--- src/rtl/fp_regfile.sv ---
// Coprocessor-1 floating-point register file: 32 x 32-bit FPRs,
// single/pair reads, FPU and mem write ports, sticky error flags.
module fp_regfile #(
  parameter bit ZERO_ON_RESET = 1'b1
) (
  input  logic        clk,
  input  logic        rst_n,
  input  logic [4:0]  fs_addr,
  input  logic [4:0]  ft_addr,
  input  logic        rd_double,
  output logic [31:0] rd0_0,
  output logic [31:0] rd0_1,
  output logic [31:0] rd1_0,
  output logic [31:0] rd1_1,
  input  logic        fpu_we,
  input  logic [4:0]  fpu_waddr,
  input  logic        fpu_wdouble,
  input  logic [31:0] fpu_wdata_0,
  input  logic [31:0] fpu_wdata_1,
  input  logic        mem_we,
  input  logic [4:0]  mem_waddr,
  input  logic [31:0] mem_wdata,
  input  logic        err_clr,
  output logic        err_align,
  output logic        err_conflict
);

  logic [31:0] fpr [32];
  logic [31:0] fpu_hit;
  logic [31:0] mem_hit;
  logic        conflict;
  logic        misalign;

  logic [4:0] fs_hi, fs_lo;
  logic [4:0] ft_hi, ft_lo;

  always_comb begin
    fpu_hit = '0;
    mem_hit = '0;
    for (int i = 0; i < 32; i++) begin
      if (fpu_we) begin
        if (fpu_wdouble)
          fpu_hit[i] = (fpu_waddr[4:1] == 4'(i >> 1));
        else
          fpu_hit[i] = (fpu_waddr == 5'(i));
      end
      mem_hit[i] = mem_we & (mem_waddr == 5'(i));
    end
  end

  assign conflict = |(fpu_hit & mem_hit);
  assign misalign =
    (rd_double & (fs_addr[0] | ft_addr[0])) |
    (fpu_we & fpu_wdouble & fpu_waddr[0]);

  // Mem port wins any register both ports target.
  always_ff @(posedge clk) begin
    for (int i = 0; i < 32; i++) begin
      if (!rst_n) begin
        if (ZERO_ON_RESET)
          fpr[i] <= '0;
      end else if (mem_hit[i]) begin
        fpr[i] <= mem_wdata;
      end else if (fpu_hit[i]) begin
        if (fpu_wdouble && (i % 2 == 0))
          fpr[i] <= fpu_wdata_1;
        else
          fpr[i] <= fpu_wdata_0;
      end
    end
  end

  always_ff @(posedge clk) begin
    if (!rst_n) begin
      err_align    <= 1'b0;
      err_conflict <= 1'b0;
    end else begin
      err_align    <= misalign | (err_align & ~err_clr);
      err_conflict <= conflict | (err_conflict & ~err_clr);
    end
  end

  always_comb begin
    fs_hi = fs_addr | 5'd1;
    ft_hi = ft_addr | 5'd1;
    fs_lo = fs_addr;
    ft_lo = ft_addr;
    if (rd_double) begin
      fs_lo = {fs_addr[4:1], 1'b0};
      ft_lo = {ft_addr[4:1], 1'b0};
    end
  end

  // Single read: _0 is the word, _1 its odd partner.
  assign rd0_0 = rd_double ? fpr[fs_hi] : fpr[fs_lo];
  assign rd0_1 = rd_double ? fpr[fs_lo] : fpr[fs_hi];
  assign rd1_0 = rd_double ? fpr[ft_hi] : fpr[ft_lo];
  assign rd1_1 = rd_double ? fpr[ft_lo] : fpr[ft_hi];

endmodule

--- config.mk ---
export PLATFORM = sky130hd
export DESIGN_NAME = fp_regfile
export DESIGN_NICKNAME = d
export VERILOG_FILES = /design/src/rtl/fp_regfile.sv
export SDC_FILE = /design/constraint.sdc
export NUM_CORES = 2
export LEC_CHECK = 0
export BUFFER_PORTS_ARGS = -buffer_cell sky130_fd_sc_hd__buf_2
export CAP_MARGIN = 10
export CORE_AREA = 2 2 366 730
export DETAILED_ROUTE_END_ITERATION = 6
export DIE_AREA = 0 0 368 732
export PLACE_DENSITY = 0.44
export SLEW_MARGIN = 20
export SYNTH_ARGS = -nofsm -noshare
export SYNTH_HDL_FRONTEND = slang
export SYNTH_SLANG_ARGS = --single-unit
--- constraint.sdc ---
create_clock -name clk -period 6.8 [get_ports clk]
set_clock_uncertainty 0.2 [all_clocks]
set_input_delay 0.34 -clock clk [delete_from_list [all_inputs] [get_ports clk]]
set_output_delay 0.34 -clock clk [all_outputs]
set_load 0.05 [all_outputs]
==> impl_metrics.ini <==
[power]
ir_drop_v = 0.000209
p_clk_share_pct = 35.1
power_frac_seq_pct = 44.0
powerDensity_nw_per_um2 = 232
leakagePower_nw = 27.2
p_int_mw = 11.7
switching_share_pct = 32.2
p_switching_mw = 5.56
p_comb_share_pct = 21.0

[sta]
fin_crit_sh_pct = 62.0
max_freq_ghz = 0.237
hold_viol_final = 0
tns_ns = 0
hold_ws_ns = 0.0261
drv_slew = 0
worst_pin_slew_ns = 1.31
rsz0062_at_grt = false
max_slew_margin_pct = 13.0
setup_viol = 0
fin_crit_ns = 4.21

[detailed_routing]
wl_um = 391000
vias = 56300
viasPerCell = 6.44
route.detailed.drc = 40
wl_per_cell_um = 44.8
antenna_left = 0
drt-initial-drc-count = 8825
drt-pass1-iter-count = 7

[status]
status = complete, but fails checks
violations = DRC

[global_route]
grt-ovfl-total = 0
grt_pass1_vias = 55600
grt_pass1_wl_um = 513000
track_usage_pct = 28.0
antenna_found_initial = 74
grt_max_degree = 111

[die]
core_region_area_um2 = 264000
die_w_um = 368
rows = 267
die_h_um = 732
io_pins = 253
fp.dieArea_um2 = 269000
start_util_pct = 24.8

[job]
maxCapViolCount = 0

[synthesis]
syn_inst = 5291
synth.avg_cell_area_um2 = 12.4
synth_warnings = 0
synth_seq_cells = 1026
synth_nets = 5414
synth_area_um2 = 65600
yosys_most_used_dff = edfxtp_1
yosysSeqAreaShare_pct = 47.0
synth_cell_type_count = 59
synthArstFlopShare_pct = 0
synth_edf_count = 1024

[setup_path]
worst_ep_required_time_ns = 6.26
end_kind = output port
worstSetupStartpointType = primary input
cp_top_family = buffers and inverters
worst_path_max_delay_cell = a221oi_1
crit_chain = buf_8, buf_4, mux4_2, nand2_1, a32o_1, a221oi_1, mux2_2, buf_2
arrival_ns = 3.67
crit_buf_inv = 3
worstSetupPathType = in2out
critical-path-max-stage-delay_ns = 0.80
worstPathMaxFanout = 52

[cts]
cts_tree = done
clk_pin_slew_ns = 0.09
htreeDepth = 3
clock_latency_ns = 0.77
cts_setup_buffers = 0
root_buffer = clkbuf_16
cts_buffers = 97
cts.sinks = 1026
max-clock-path-buffers = 3

[final_layout]
drive_gt1_share_pct = 24.7
syn_to_final_growth_pct = 13.8
finalNetCount = 5239
fillers = 27000
final_common_cell = edfxtp_1
final_cell_mix = edfxtp_1, nand2_1, a22o_1, mux4_2, mux2i_1

[placed_design]
io_buffer_count = 252
dpl.hpwl_um = 234000
gp_congestion = 0.908

[worst_hold_path]
hold_path.class = in2reg
## through the flow
stage	setup slack [ns]	cell area [um^2]	instances	util [%]	power [mW]
after floorplan	1.42	65600	5291	-	9.82
after global placement	2.47	70700	8473	26.8	11.2
after detailed placement	2.53	70800	8480	26.8	11.3
after CTS	2.52	74500	8691	28.2	17.2
after global routing	2.48	74500	8702	28.2	17.6
final	2.59	74600	8733	28.3	17.3
## Yosys cell counts, drive strengths merged, types with 4 or more instances
| master | number | area share, % |
|---|---|---|
| and2 | 4 | 0.038 |
| a32o | 14 | 0.21 |
| a222oi | 248 | 3.8 |
| o221ai | 52 | 0.69 |
| buf | 185 | 1.5 |
| o21ai | 74 | 0.56 |
| a22oi | 296 | 3.4 |
| a21o | 65 | 0.74 |
| nor2b | 9 | 0.086 |
| or2 | 5 | 0.048 |
| inv | 268 | 1.5 |
| a22o | 512 | 6.8 |
| o22ai | 37 | 0.35 |
| mux2i | 363 | 5.5 |
| nand2 | 598 | 3.4 |
| nor3 | 45 | 0.35 |
| nor4 | 11 | 0.11 |
| a211oi | 32 | 0.37 |
| clkbuf | 584 | 3.3 |
| nor2 | 102 | 0.58 |
| nand4 | 7 | 0.067 |
| mux4 | 449 | 15 |
| a32oi | 36 | 0.48 |
| nand3 | 49 | 0.37 |
| nand2b | 14 | 0.13 |
| a221oi | 78 | 1.0 |
| o211ai | 4 | 0.046 |
| edfxtp | 1024 | 47 |
| mux2 | 91 | 1.6 |
## cell families (layout without fill, tap and decap cells)
| family | count (synthesis) | after routing | share of synthesized area (%) |
|---|---|---|---|
| flops | 1026 | 1026 | 47.0 |
| mux | 903 | 903 | 22.5 |
| buf+inv | 1037 | 946 | 6.39 |
| xor+xnor | 4 | 4 | 0.0534 |
| other cells | 0 | 36 | 0 |
| simple gates | 859 | 859 | 5.39 |
| compound gates | 1462 | 1462 | 18.7 |
## registers in the layout, indices dropped and copies added, names as in the netlist
| signal | count |
|---|---|
| err_align | 1 |
| err_conflict | 1 |
| fpr | 1024 |
## worst paths after layout
check	from	endpoint	depth (start not counted)	slack (ns)
max reg2reg	err_conflict	err_conflict	4	4.77
min	fpu_waddr[1]	err_conflict	4	0.03
max	ft_addr[1]	rd1_1[28]	8	2.59
min reg2reg	err_conflict	err_conflict	4	0.80
## final cells by class
cell class | instances | area (um^2) | area share, %
flip-flops and latches | 1026 | 30800 | 41.3
clock inverters | 71 | 776 | 1.04
inverters | 268 | 1010 | 1.36
diodes | 36 | 90.1 | 0.121
repair buffers | 495 | 3480 | 4.66
multi-input cells | 3228 | 31500 | 42.3
well taps | 3497 | 4380 | 5.86
clock buffers | 112 | 2550 | 3.41
## metal layers
metal	vias to the layer above	part of all wire, %	GRT usage (%)
met5	-	0.12	0.180
met4	60	11	25.5
met3	1645	9.7	6.82
met2	4535	46	44.9
met1	28900	33	30.5
li1	21100	-	-
## power groups by stage
stage                     clock, mW  sequential [mW]  combinational (mW)
after floorplan                   0             7.65                2.18
after global placement            0             7.71                3.53
after detailed placement          0             7.73                3.54
after CTS                      6.07             7.59                3.57
after global routing           6.26             7.64                3.71
final                          6.06             7.60                3.62
## timing repair
action | in CTS | in global routing
gates resized for setup | 0 | 0
endpoints found under the hold margin | 286 | 0
hold buffers | 28 | 0
## worst reg2reg max path, delay by kind of cell (launching register included)
family / cells / cell delay (ns)
flip-flops: 1 / 0.32
AND/OR/NAND/NOR: 2 / 0.33
AO/OA/AOI/OAI: 2 / 1.06
Note: power is estimated with default switching activity, not from simulation.
